==> src/rtl/lsu_pkg.sv <==
// Shared constants for the load/store unit: funct3 access codes and FSM state encoding.
package lsu_pkg;

    localparam logic [2:0] LB  = 3'b000;
    localparam logic [2:0] LH  = 3'b001;
    localparam logic [2:0] LW  = 3'b010;
    localparam logic [2:0] LBU = 3'b100;
    localparam logic [2:0] LHU = 3'b101;
    localparam logic [2:0] SB  = 3'b000;
    localparam logic [2:0] SH  = 3'b001;
    localparam logic [2:0] SW  = 3'b010;

    localparam logic [1:0] ST_IDLE = 2'd0;
    localparam logic [1:0] ST_BUSY = 2'd1;
    localparam logic [1:0] ST_DONE = 2'd2;

endpackage

==> src/rtl/lsu_align.sv <==
// Combinational byte-lane steering: store enables/replication, load extraction/extension,
// and legality/alignment decode of a single access.
module lsu_align
    import lsu_pkg::*;
(
    input  logic        is_load,
    input  logic [2:0]  funct3,
    input  logic [1:0]  addr_lo,
    input  logic [31:0] rs2,
    input  logic [31:0] rdata,
    output logic [3:0]  be,
    output logic [31:0] wdata,
    output logic [31:0] ld_ext,
    output logic        misalign,
    output logic        illegal
);

    logic [31:0] shifted;
    logic        size_misalign;

    assign shifted = rdata >> {addr_lo, 3'b000};

    always_comb begin
        // NOTE: every output gets a default first so no path leaves it unassigned (no latch).
        be            = 4'b0000;
        wdata         = rs2;
        ld_ext        = '0;
        size_misalign = 1'b0;

        case (funct3[1:0])
            2'b00: begin
                be    = 4'b0001 << addr_lo;
                wdata = {4{rs2[7:0]}};
            end
            2'b01: begin
                be            = 4'b0011 << addr_lo;
                wdata         = {2{rs2[15:0]}};
                size_misalign = addr_lo[0];
            end
            2'b10: begin
                be            = 4'b1111;
                size_misalign = |addr_lo;
            end
            default: ;
        endcase

        case (funct3)
            LB:      ld_ext = {{24{shifted[7]}}, shifted[7:0]};
            LH:      ld_ext = {{16{shifted[15]}}, shifted[15:0]};
            LW:      ld_ext = rdata;
            LBU:     ld_ext = {24'h0, shifted[7:0]};
            LHU:     ld_ext = {16'h0, shifted[15:0]};
            default: ld_ext = '0;
        endcase
    end

    // Stores only have byte/half/word; loads additionally have the unsigned variants.
    assign illegal  = is_load ? (funct3 inside {3'b011, 3'b110, 3'b111}) : (funct3 >= 3'b011);
    assign misalign = size_misalign & ~illegal;

endmodule

==> src/rtl/lsu.sv <==
// Multi-cycle load/store unit: accepts one access from decode, runs a single req/ack
// bus transaction, and stalls the core until the DONE cycle.
module lsu
    import lsu_pkg::*;
#(
    parameter int TIMEOUT = 64
) (
    input  logic        clk,
    input  logic        rst_n,
    input  logic        load_en,
    input  logic        store_en,
    input  logic [2:0]  funct3,
    input  logic [31:0] addr,
    input  logic [31:0] data_rs2,
    output logic        stall,
    output logic        ld_valid,
    output logic [31:0] ld_data,
    output logic        misalign,
    output logic        acc_err,
    output logic        mem_req,
    output logic        mem_we,
    output logic [31:0] mem_addr,
    output logic [3:0]  mem_be,
    output logic [31:0] mem_wdata,
    input  logic        mem_ack,
    input  logic [31:0] mem_rdata
);

    localparam int CW = $clog2(TIMEOUT);

    logic [1:0]  state_q, state_d;
    logic [CW-1:0] cnt_q, cnt_d;
    logic        is_load_q, is_load_d;
    logic [2:0]  funct3_q, funct3_d;
    logic [1:0]  addr_lo_q, addr_lo_d;
    logic        req_q, req_d;
    logic        we_q, we_d;
    logic [31:0] addr_q, addr_d;
    logic [3:0]  be_q, be_d;
    logic [31:0] wdata_q, wdata_d;
    logic [31:0] ld_data_q, ld_data_d;
    logic        ld_valid_q, ld_valid_d;
    logic        misalign_q, misalign_d;
    logic        acc_err_q, acc_err_d;

    logic        idle, access;
    logic        a_is_load, a_misalign, a_illegal;
    logic [2:0]  a_funct3;
    logic [1:0]  a_addr_lo;
    logic [3:0]  a_be;
    logic [31:0] a_wdata, a_ld_ext;

    assign idle   = (state_q == ST_IDLE);
    assign access = load_en | store_en;

    // In IDLE the aligner decodes the live request; afterwards it works on the latched one.
    assign a_is_load = idle ? load_en     : is_load_q;
    assign a_funct3  = idle ? funct3      : funct3_q;
    assign a_addr_lo = idle ? addr[1:0]   : addr_lo_q;

    lsu_align u_align (
        .is_load  (a_is_load),
        .funct3   (a_funct3),
        .addr_lo  (a_addr_lo),
        .rs2      (data_rs2),
        .rdata    (mem_rdata),
        .be       (a_be),
        .wdata    (a_wdata),
        .ld_ext   (a_ld_ext),
        .misalign (a_misalign),
        .illegal  (a_illegal)
    );

    always_comb begin
        state_d    = state_q;
        cnt_d      = cnt_q;
        is_load_d  = is_load_q;
        funct3_d   = funct3_q;
        addr_lo_d  = addr_lo_q;
        req_d      = req_q;
        we_d       = we_q;
        addr_d     = addr_q;
        be_d       = be_q;
        wdata_d    = wdata_q;
        ld_data_d  = ld_data_q;
        ld_valid_d = 1'b0;
        misalign_d = 1'b0;
        acc_err_d  = 1'b0;

        case (state_q)
            ST_IDLE: begin
                if (access) begin
                    is_load_d = load_en;
                    funct3_d  = funct3;
                    addr_lo_d = addr[1:0];
                    if (a_illegal) begin
                        state_d   = ST_DONE;
                        acc_err_d = 1'b1;
                        ld_data_d = '0;
                    end else if (a_misalign) begin
                        state_d    = ST_DONE;
                        misalign_d = 1'b1;
                        ld_data_d  = '0;
                    end else begin
                        state_d = ST_BUSY;
                        cnt_d   = '0;
                        req_d   = 1'b1;
                        we_d    = ~load_en;
                        addr_d  = {addr[31:2], 2'b00};
                        be_d    = a_be;
                        wdata_d = a_wdata;
                    end
                end
            end
            ST_BUSY: begin
                // An ack in the final timeout cycle still wins.
                if (mem_ack) begin
                    state_d = ST_DONE;
                    req_d   = 1'b0;
                    if (is_load_q) begin
                        ld_data_d  = a_ld_ext;
                        ld_valid_d = 1'b1;
                    end
                end else if (cnt_q == CW'(TIMEOUT - 1)) begin
                    state_d   = ST_DONE;
                    req_d     = 1'b0;
                    acc_err_d = 1'b1;
                    ld_data_d = '0;
                end else begin
                    cnt_d = cnt_q + CW'(1);
                end
            end
            default: state_d = ST_IDLE;
        endcase
    end

    always_ff @(posedge clk) begin
        if (!rst_n) begin
            state_q    <= ST_IDLE;
            cnt_q      <= '0;
            is_load_q  <= 1'b0;
            funct3_q   <= '0;
            addr_lo_q  <= '0;
            req_q      <= 1'b0;
            we_q       <= 1'b0;
            addr_q     <= '0;
            be_q       <= '0;
            wdata_q    <= '0;
            ld_data_q  <= '0;
            ld_valid_q <= 1'b0;
            misalign_q <= 1'b0;
            acc_err_q  <= 1'b0;
        end else begin
            // NOTE: non-blocking assignments so every register samples the pre-edge values.
            state_q    <= state_d;
            cnt_q      <= cnt_d;
            is_load_q  <= is_load_d;
            funct3_q   <= funct3_d;
            addr_lo_q  <= addr_lo_d;
            req_q      <= req_d;
            we_q       <= we_d;
            addr_q     <= addr_d;
            be_q       <= be_d;
            wdata_q    <= wdata_d;
            ld_data_q  <= ld_data_d;
            ld_valid_q <= ld_valid_d;
            misalign_q <= misalign_d;
            acc_err_q  <= acc_err_d;
        end
    end

    assign stall     = rst_n & ((idle & access) | (state_q == ST_BUSY));
    assign ld_valid  = ld_valid_q;
    assign ld_data   = ld_data_q;
    assign misalign  = misalign_q;
    assign acc_err   = acc_err_q;
    assign mem_req   = req_q;
    assign mem_we    = we_q;
    assign mem_addr  = addr_q;
    assign mem_be    = be_q;
    assign mem_wdata = wdata_q;

endmodule

==> config.mk <==
export PLATFORM = sky130hd
export DESIGN_NAME = lsu
export DESIGN_NICKNAME = d
export VERILOG_FILES = /design/src/rtl/lsu_pkg.sv /design/src/rtl/lsu_align.sv /design/src/rtl/lsu.sv
export SDC_FILE = /design/constraint.sdc
export NUM_CORES = 1
export LEC_CHECK = 0
export ABC_AREA = 1
export CORE_UTILIZATION = 35
export CTS_CLUSTER_DIAMETER = 100
export DETAILED_ROUTE_END_ITERATION = 10
export SLEW_MARGIN = 30
export SYNTH_ARGS = -nofsm -noshare
export SYNTH_HDL_FRONTEND = slang
export SYNTH_SLANG_ARGS = --single-unit
==> constraint.sdc <==
create_clock -name clk -period 6.85 [get_ports clk]
set_input_delay 2.055 -clock clk [delete_from_list [all_inputs] [get_ports clk]]
set_output_delay 2.055 -clock clk [all_outputs]
set_load 0.005 [all_outputs]
==> impl_table.tex, run 1 <==
\begin{tabular}{lr}
\hline
Metric & Value \\
\hline
\multicolumn{2}{l}{\textbf{Drt}} \\
Wire length per cell after detailed routing & 14.30 µm \\
Number of DRC markers after the initial detailed-route iteration & 365 \\
Total via count in the routed design & 6272 \\
Post-route DRC violation count & 0 \\
Number of routed nets with antenna violations & 0 \\
DRT Wirelength & 19060 µm \\
Detailed-route vias per instance & 4.705 \\
TritonRoute pass-1 iters & 5 \\
\multicolumn{2}{l}{\textbf{Power}} \\
Cell Pwr Density & 470.1 nW/µm² \\
Static Leakage & 3.710 nW \\
Max VDD drop & 0.3367 mV \\
\multicolumn{2}{l}{\textbf{Synth}} \\
Share of Yosys cell area claimed by the top area cell type & 37.82\% \\
XOR/XNOR share of the synthesized area & 0.4242\% \\
Mux contribution to synthesized area & 0\% \\
FF+latch count, synth & 117 \\
Share of synthesized cell area in full adder, half adder and majority cells & 1.212\% \\
Main combinational cell family by area after synthesis & simple AND/OR/NAND/NOR gates \\
Yosys cell types & 41 \\
Count of yosys warnings during synthesis & 0 \\
Post-synthesis compound-gate area fraction & 14.30\% \\
Synth Instances & 916 \\
Seq/Total Area, Yosys & 37.82\% \\
Synthesized-area fraction occupied by and/or/nand/nor cells & 36.22\% \\
Total standard cell area after synthesis & 6193 µm² \\
Dominant cells by area after synthesis & sky130\_fd\_sc\_hd\_\_dfxtp\_1, sky130\_fd\_sc\_hd\_\_nor2\_1, sky130\_fd\_sc\_hd\_\_nand2\_1 \\
Avg Cell Area, Syn & 6.761 µm² \\
Area leader, netlist & sky130\_fd\_sc\_hd\_\_dfxtp\_1 \\
\multicolumn{2}{l}{\textbf{Final layout}} \\
Top library cells by usage in the layout, fill and taps aside & sky130\_fd\_sc\_hd\_\_clkdlybuf4s50\_1, sky130\_fd\_sc\_hd\_\_nor2\_1, sky130\_fd\_sc\_hd\_\_nand2\_1 \\
Post-layout net count & 1205 \\
Antenna diode count & 0 \\
Filler cells & 1756 \\
Flip-flop and latch area & 2342 µm² \\
Layout Area Growth over Synthesis & 42.91\% \\
Final std cells w/o fill & 1333 \\
Summed area of non-filler cells in the final layout & 8851 µm² \\
Most common cell after layout, fill and taps aside & sky130\_fd\_sc\_hd\_\_clkdlybuf4s50\_1 \\
Core Util, Final & 51.17\% \\
Area of the multi-input gates & 3242 µm² \\
Share of cells above drive strength 1 & 8.664\% \\
\multicolumn{2}{l}{\textbf{Clocking}} \\
Post-CTS repair timing setup buffer count & 0 \\
CTS Sinks & 117 \\
Clock root buffer & sky130\_fd\_sc\_hd\_\_clkbuf\_16 \\
Clock tree from TritonCTS & built \\
Number of instances resized during post-cts repair & 0 \\
CTS H-Tree Depth & 4 \\
Clock input transition at the sequential cells of the worst setup and hold paths & 0.05 ns \\
Number of buffers created by CTS & 17 \\
Clock insertion delay at the later pin of the skew report & 0.42 ns \\
Clock buffer depth & 2 \\
Post-CTS Hold Fix Bufs & 0 \\
\multicolumn{2}{l}{\textbf{Floorplan}} \\
Std-Cell Rows & 48 \\
Floorplan core area & 17300 µm² \\
Count of pins on the block boundary & 210 \\
Total die area & 18230 µm² \\
Width of the chip & 135.0 µm \\
Vertical die dimension & 135.0 µm \\
Initial Utilization & 35.81\% \\
\multicolumn{2}{l}{\textbf{Setup path}} \\
Capturing element type of the critical path & output port \\
Critical path start-end classification & in -> out \\
Capture point of the worst reg-to-reg path & mem\_wdata[24]\$\_SDFFE\_PN0P\_ \\
Reg-to-Reg Start & state\_q[0]\$\_SDFFE\_PN0P\_ \\
Depth of the worst register-to-register path & 14 \\
Critical path fanouts, max & 15 \\
Timing endpoint of the critical path & stall \\
First element of the critical path & load\_en \\
Data arrival time of the critical path & 3.73 ns \\
CP startpoint kind & input pin \\
Minimum setup slack among reg-to-reg paths & 3.19 ns \\
Req. time, crit path & 4.80 ns \\
\multicolumn{2}{l}{\textbf{GRT}} \\
Via count of the first global-routing pass & 5825 \\
Global-route wire length before repair & 30590 µm \\
Maximum number of pins on one net before global-route repair & 86 \\
Antenna violations before repair & 0 \\
Total global-route track usage & 21.76\% \\
Total global routing overflow & 0 \\
\multicolumn{2}{l}{\textbf{Timing}} \\
Post-Route Setup TNS & 0 ns \\
Number of pins with negative max-slew slack in the final report & 0 \\
Clock period minus worst slack & 5.787 ns \\
Share of the clock period used by the worst path after layout & 84.49\% \\
Worst Max-Slew Pin Slew & 0.9203 ns \\
Unrepaired setup endpoints after global routing & no \\
Maximum clock frequency & 172.8 MHz \\
Tightest slew margin relative to the limit & 38.56\% \\
Final hold viol count & 0 \\
Maximum clock skew at final layout & 0.007951 ns \\
Number of setup violations in the final report & 0 \\
Hold slack final & 0.4471 ns \\
\multicolumn{2}{l}{\textbf{Placed design}} \\
Count of input and output buffers & 207 \\
Dpl hpwl & 13320 µm \\
RD Place Congestion & 0.8171 \\
Post-Place Cell Area & 8257 µm² \\
Total placed cells including tap cells & 1301 \\
\multicolumn{2}{l}{\textbf{Flow run}} \\
Number of violations of the max-capacitance limit & 0 \\
\multicolumn{2}{l}{\textbf{Run status}} \\
Run status & finished, final reports clean \\
\multicolumn{2}{l}{\textbf{Hold path}} \\
Worst hold path type & reg -> reg \\
\hline
\end{tabular}
[routing by layer]
metal	routed length [µm]	track usage (%)	share of wire, %	vias up
met2	8578	34.45	45	194
met4	221	7.179	1.2	0
met1	8376	26.54	44	2799
met3	1883	9.084	9.9	13
li1	-	-	-	3266
met5	0	0	0	-
[synth_stat cells (all sizes together)]
master  number
nor2       224
nand2      209
dfxtp      117
o21ai       90
inv         71
nand3       62
a21oi       38
buf         32
clkbuf      21
nand4       10
o211a        8
a211oi       6
ha           6
clkinv       4
nand3b       4
nor3         3
o22ai        3
xor2         3
a31oi        2
conb         1
nor4         1
o211ai       1
[worst max-delay path, cell delays in order]
cell                              delay (ns)
sky130_fd_sc_hd__clkdlybuf4s50_1        0.48
sky130_fd_sc_hd__o21ai_4                0.45
sky130_fd_sc_hd__nand2_2                0.13
sky130_fd_sc_hd__inv_1                  0.10
sky130_fd_sc_hd__nor2_1                 0.06
sky130_fd_sc_hd__clkdlybuf4s50_1        0.44
[sequential cells by signal, summed over array words and instances, names as in the netlist, 2 cells and up]
name       flops
cnt_q          6
ld_data       32
funct3_q       3
state_q        2
mem_addr      30
mem_be         4
mem_wdata     32
addr_lo_q      2
[cell families (layout without fill, tap and decap cells)]
| family | Yosys count | count (layout) |
|---|---|---|
| AND/OR/NAND/NOR | 513 | 513 |
| buffers and inverters | 128 | 319 |
| flip-flops | 117 | 117 |
| adder cells (fa/ha/maj) | 6 | 6 |
| AO/OA/AOI/OAI | 148 | 148 |
| XOR/XNOR | 3 | 3 |
| other | 1 | 2 |
[worst min path at each step]
stage                        startpoint                  endpoint  cells past startpoint
5_1_grt         ld_data[6]$_SDFFE_PN0P_   ld_data[6]$_SDFFE_PN0P_                      2
4_1_cts        funct3_q[0]$_SDFFE_PN0P_  funct3_q[0]$_SDFFE_PN0P_                      2
3_3_place_gp   funct3_q[0]$_SDFFE_PN0P_  funct3_q[0]$_SDFFE_PN0P_                      2
2_1_floorplan  funct3_q[0]$_SDFFE_PN0P_  funct3_q[0]$_SDFFE_PN0P_                      2
3_5_place_dp   funct3_q[0]$_SDFFE_PN0P_  funct3_q[0]$_SDFFE_PN0P_                      2
6_report       funct3_q[0]$_SDFFE_PN0P_  funct3_q[0]$_SDFFE_PN0P_                      2
[cell type report]
cell class	count	area share, %
repair buffers	212	23.78
flip-flops and latches	117	26.46
multi-input cells	672	36.63
inverters	75	3.237
clock inverters	9	1.428
clock buffers	23	5.287
well taps	225	3.181
[metrics by stage]
stage                     total power, mW  setup WS (ns)
after floorplan                     2.616          2.269
after global placement              3.282          1.093
after detailed placement            3.281          1.058
after CTS                           4.218          1.050
after global routing                4.533         0.9578
final                               4.161          1.063
[power breakdown]
| part | total [mW] | switching (mW) | internal (mW) |
|---|---|---|---|
| clock network | 0.907 | 0.318 | 0.589 |
| logic | 2.26 | 1.41 | 0.842 |
| registers | 0.997 | 0.105 | 0.891 |
Note: power is estimated with default switching activity, not from simulation.
==> inputs of run 2 (changes only) <==
- PLACE_DENSITY: unset -> 0.67
- clock period: 6.85 -> 5.06 ns (I/O delays scaled with it)
==> run 2 against run 1 <==
  * Core utilization is 0.27 points higher
  * Largest power group unchanged
  * Wire length is 0.47% higher
  * Total power is 37% higher
  * Clock skew is 0.0065 ns higher
  * Setup slack worse by 0.50 ns
  * First-iteration DRC count is 23% higher
  * Hold slack better by 0.00081 ns
  * Clock-buffer cell count is 3 lower
  * Sequential share of layout area is 0.14 points lower
  * Critical endpoint unchanged
  * Clock power is 31% higher
  * Largest cell class unchanged
  * Global-route usage is 0.22 points lower
  * Combinational power is 40% higher
==> impl_table.tex, run 2 (synthesized netlist as in run 1, its figures left out) <==
\begin{tabular}{lr}
\hline
Metric & Value \\
\hline
\multicolumn{2}{l}{\textbf{Timing}} \\
Share of the clock period used by the worst path after layout & 88.91\% \\
Maximum clock frequency & 222.3 MHz \\
Number of setup violations in the final report & 0 (unchanged) \\
Number of pins with negative max-slew slack in the final report & 0 (unchanged) \\
Post-Route Setup TNS & 0 ns (unchanged) \\
Tightest slew margin relative to the limit & 49.49\% (+11 points) \\
Maximum clock skew at final layout & 0.01444 ns (+0.006493 ns) \\
Clock period minus worst slack & 4.499 ns \\
Worst Max-Slew Pin Slew & 0.7569 ns (-0.1634 ns) \\
Final hold viol count & 0 (unchanged) \\
Hold slack final & 0.4479 ns (+0.0008060 ns) \\
Unrepaired setup endpoints after global routing & no \\
\multicolumn{2}{l}{\textbf{GRT}} \\
Global-route wire length before repair & 30370 µm (-0.72\%) \\
Antenna violations before repair & 0 (unchanged) \\
Via count of the first global-routing pass & 5895 (+1.2\%) \\
Maximum number of pins on one net before global-route repair & 86 (unchanged) \\
Total global routing overflow & 0 (unchanged) \\
Total global-route track usage & 21.54\% (-0.22 points) \\
\multicolumn{2}{l}{\textbf{Hold path}} \\
Hold Path Depth & 2 (unchanged) \\
Worst hold path type & reg -> reg \\
\multicolumn{2}{l}{\textbf{Setup path}} \\
Critical path start-end classification & in -> out \\
Capture point of the worst reg-to-reg path & mem\_be[0]\$\_SDFFE\_PN0P\_ \\
Capturing element type of the critical path & output port \\
Minimum setup slack among reg-to-reg paths & 1.80 ns (-1.39 ns) \\
First element of the critical path & load\_en \\
Reg-to-Reg Start & state\_q[0]\$\_SDFFE\_PN0P\_ \\
Timing endpoint of the critical path & stall \\
CP startpoint kind & input pin \\
Critical path fanouts, max & 3 (-12) \\
Req. time, crit path & 3.54 ns (-1.26 ns) \\
Depth of the worst register-to-register path & 14 (unchanged) \\
Data arrival time of the critical path & 2.98 ns (-0.75 ns) \\
\multicolumn{2}{l}{\textbf{Drt}} \\
TritonRoute pass-1 iters & 5 (unchanged) \\
Total via count in the routed design & 6387 (+1.8\%) \\
Number of routed nets with antenna violations & 0 (unchanged) \\
Wire length per cell after detailed routing & 14.32 µm (+0.17\%) \\
Detailed-route vias per instance & 4.777 (+1.5\%) \\
Post-route DRC violation count & 0 (unchanged) \\
DRT Wirelength & 19150 µm (+0.47\%) \\
Number of DRC markers after the initial detailed-route iteration & 450 (+23\%) \\
\multicolumn{2}{l}{\textbf{Clocking}} \\
Number of instances resized during post-cts repair & 0 (unchanged) \\
Clock root buffer & sky130\_fd\_sc\_hd\_\_clkbuf\_16 \\
Clock buffer depth & 2 (unchanged) \\
CTS Sinks & 117 (unchanged) \\
CTS H-Tree Depth & 4 (unchanged) \\
Number of buffers created by CTS & 17 (unchanged) \\
Clock input transition at the sequential cells of the worst setup and hold paths & 0.05 ns (about the same) \\
Post-CTS repair timing setup buffer count & 0 (unchanged) \\
Post-CTS Hold Fix Bufs & 0 (unchanged) \\
Clock tree from TritonCTS & built \\
Clock insertion delay at the later pin of the skew report & 0.42 ns (about the same) \\
\multicolumn{2}{l}{\textbf{Power}} \\
Static Leakage & 3.733 nW (+0.62\%) \\
Max VDD drop & 0.3769 mV (+12\%) \\
Cell Pwr Density & 640.2 nW/µm² (+36\%) \\
Power consumption & 5.696 mW (+37\%) \\
\multicolumn{2}{l}{\textbf{Final layout}} \\
Most common cell after layout, fill and taps aside & sky130\_fd\_sc\_hd\_\_clkdlybuf4s50\_1 \\
Area of the multi-input gates & 3242 µm² (unchanged) \\
Post-layout net count & 1211 (+0.50\%) \\
Flip-flop and latch area & 2342 µm² (unchanged) \\
Filler cells & 1742 (-0.80\%) \\
Final std cells w/o fill & 1337 (+0.30\%) \\
Share of cells above drive strength 1 & 9.083\% (+0.42 points) \\
Layout Area Growth over Synthesis & 43.66\% \\
Antenna diode count & 0 (unchanged) \\
Top library cells by usage in the layout, fill and taps aside & sky130\_fd\_sc\_hd\_\_clkdlybuf4s50\_1, sky130\_fd\_sc\_hd\_\_nor2\_1, sky130\_fd\_sc\_hd\_\_nand2\_1 \\
\multicolumn{2}{l}{\textbf{Floorplan}} \\
Width of the chip & 135.0 µm (unchanged) \\
Initial Utilization & 35.81\% (unchanged) \\
Std-Cell Rows & 48 (unchanged) \\
Total die area & 18230 µm² (unchanged) \\
Vertical die dimension & 135.0 µm (unchanged) \\
Count of pins on the block boundary & 210 (unchanged) \\
Floorplan core area & 17300 µm² (unchanged) \\
\multicolumn{2}{l}{\textbf{Placed design}} \\
RD Place Congestion & 0.8730 (+6.8\%) \\
Count of input and output buffers & 207 (unchanged) \\
Dpl hpwl & 13260 µm (-0.43\%) \\
Total placed cells including tap cells & 1307 (+0.46\%) \\
\multicolumn{2}{l}{\textbf{Run status}} \\
Run status & finished, final reports clean \\
\multicolumn{2}{l}{\textbf{Flow run}} \\
Number of violations of the max-capacitance limit & 0 (unchanged) \\
\hline
\end{tabular}
-- run 2: cell types whose count changed in the layout (fill, tap and decap cells not counted) --
| cell | change |
|---|---|
| sky130_fd_sc_hd__clkinvlp_4 | +1 |
| sky130_fd_sc_hd__buf_12 | +2 |
| sky130_fd_sc_hd__clkbuf_1 | -1 |
| sky130_fd_sc_hd__buf_4 | +4 |
| sky130_fd_sc_hd__clkbuf_2 | -1 |
| sky130_fd_sc_hd__buf_2 | +1 |
| sky130_fd_sc_hd__clkbuf_8 | -2 |
-- run 2: stage by stage --
| stage | setup WS (ns) | cell area (µm²) | utilization [%] |
|---|---|---|---|
| after floorplan | 1.525 | 6197 | - |
| after global placement | 0.5990 | 8327 | 48.14 |
| after detailed placement | 0.5656 | 8327 | 48.14 |
| after CTS | 0.5630 | 8897 | 51.44 |
| after global routing | 0.4666 | 8897 | 51.44 |
| final | 0.5611 | 8897 | 51.44 |
-- run 2: critical path, cell delays in order --
cell and delay, ns:
sky130_fd_sc_hd__clkdlybuf4s50_1 0.54, sky130_fd_sc_hd__o21ai_4 0.08, sky130_fd_sc_hd__nand2_2 0.12, sky130_fd_sc_hd__inv_1 0.06, sky130_fd_sc_hd__nor2_1 0.13, sky130_fd_sc_hd__clkdlybuf4s50_1 0.52
-- run 2: power by group --
part           switching, mW  leakage (nW)  internal, mW
sequential             0.144         0.958          1.21
clock                  0.422         0.275         0.764
combinational           1.95          2.50          1.21
total                   2.52          3.73          3.18
-- run 2: cell type report --
cell class,instances,share of cell area [%]
inverters,75,3.220
flip-flops and latches,117,26.33
clock inverters,10,1.505
well taps,225,3.164
clock buffers,20,4.908
multi-input cells,672,36.44
repair buffers,218,24.44
-- run 2: per-layer routing --
layer  part of all wire, %  up-vias  routed length (µm)  global-route usage [%]
li1                      -     3276                   -                       -
met2                    44      239                8478                   33.42
met3                    11       22                2081                   9.497
met5                     0        -                   0                       0
met4                   1.5        0                 293                   6.804
met1                    43     2850                8294                   26.62
-- run 2: worst min path at each step --
| stage | from | to |
|---|---|---|
| after detailed placement | funct3_q[0]$_SDFFE_PN0P_ | funct3_q[0]$_SDFFE_PN0P_ |
| after global routing | funct3_q[0]$_SDFFE_PN0P_ | funct3_q[0]$_SDFFE_PN0P_ |
| after global placement | funct3_q[0]$_SDFFE_PN0P_ | funct3_q[0]$_SDFFE_PN0P_ |
| after CTS | funct3_q[0]$_SDFFE_PN0P_ | funct3_q[0]$_SDFFE_PN0P_ |
| final | funct3_q[0]$_SDFFE_PN0P_ | funct3_q[0]$_SDFFE_PN0P_ |
| after floorplan | funct3_q[0]$_SDFFE_PN0P_ | funct3_q[0]$_SDFFE_PN0P_ |
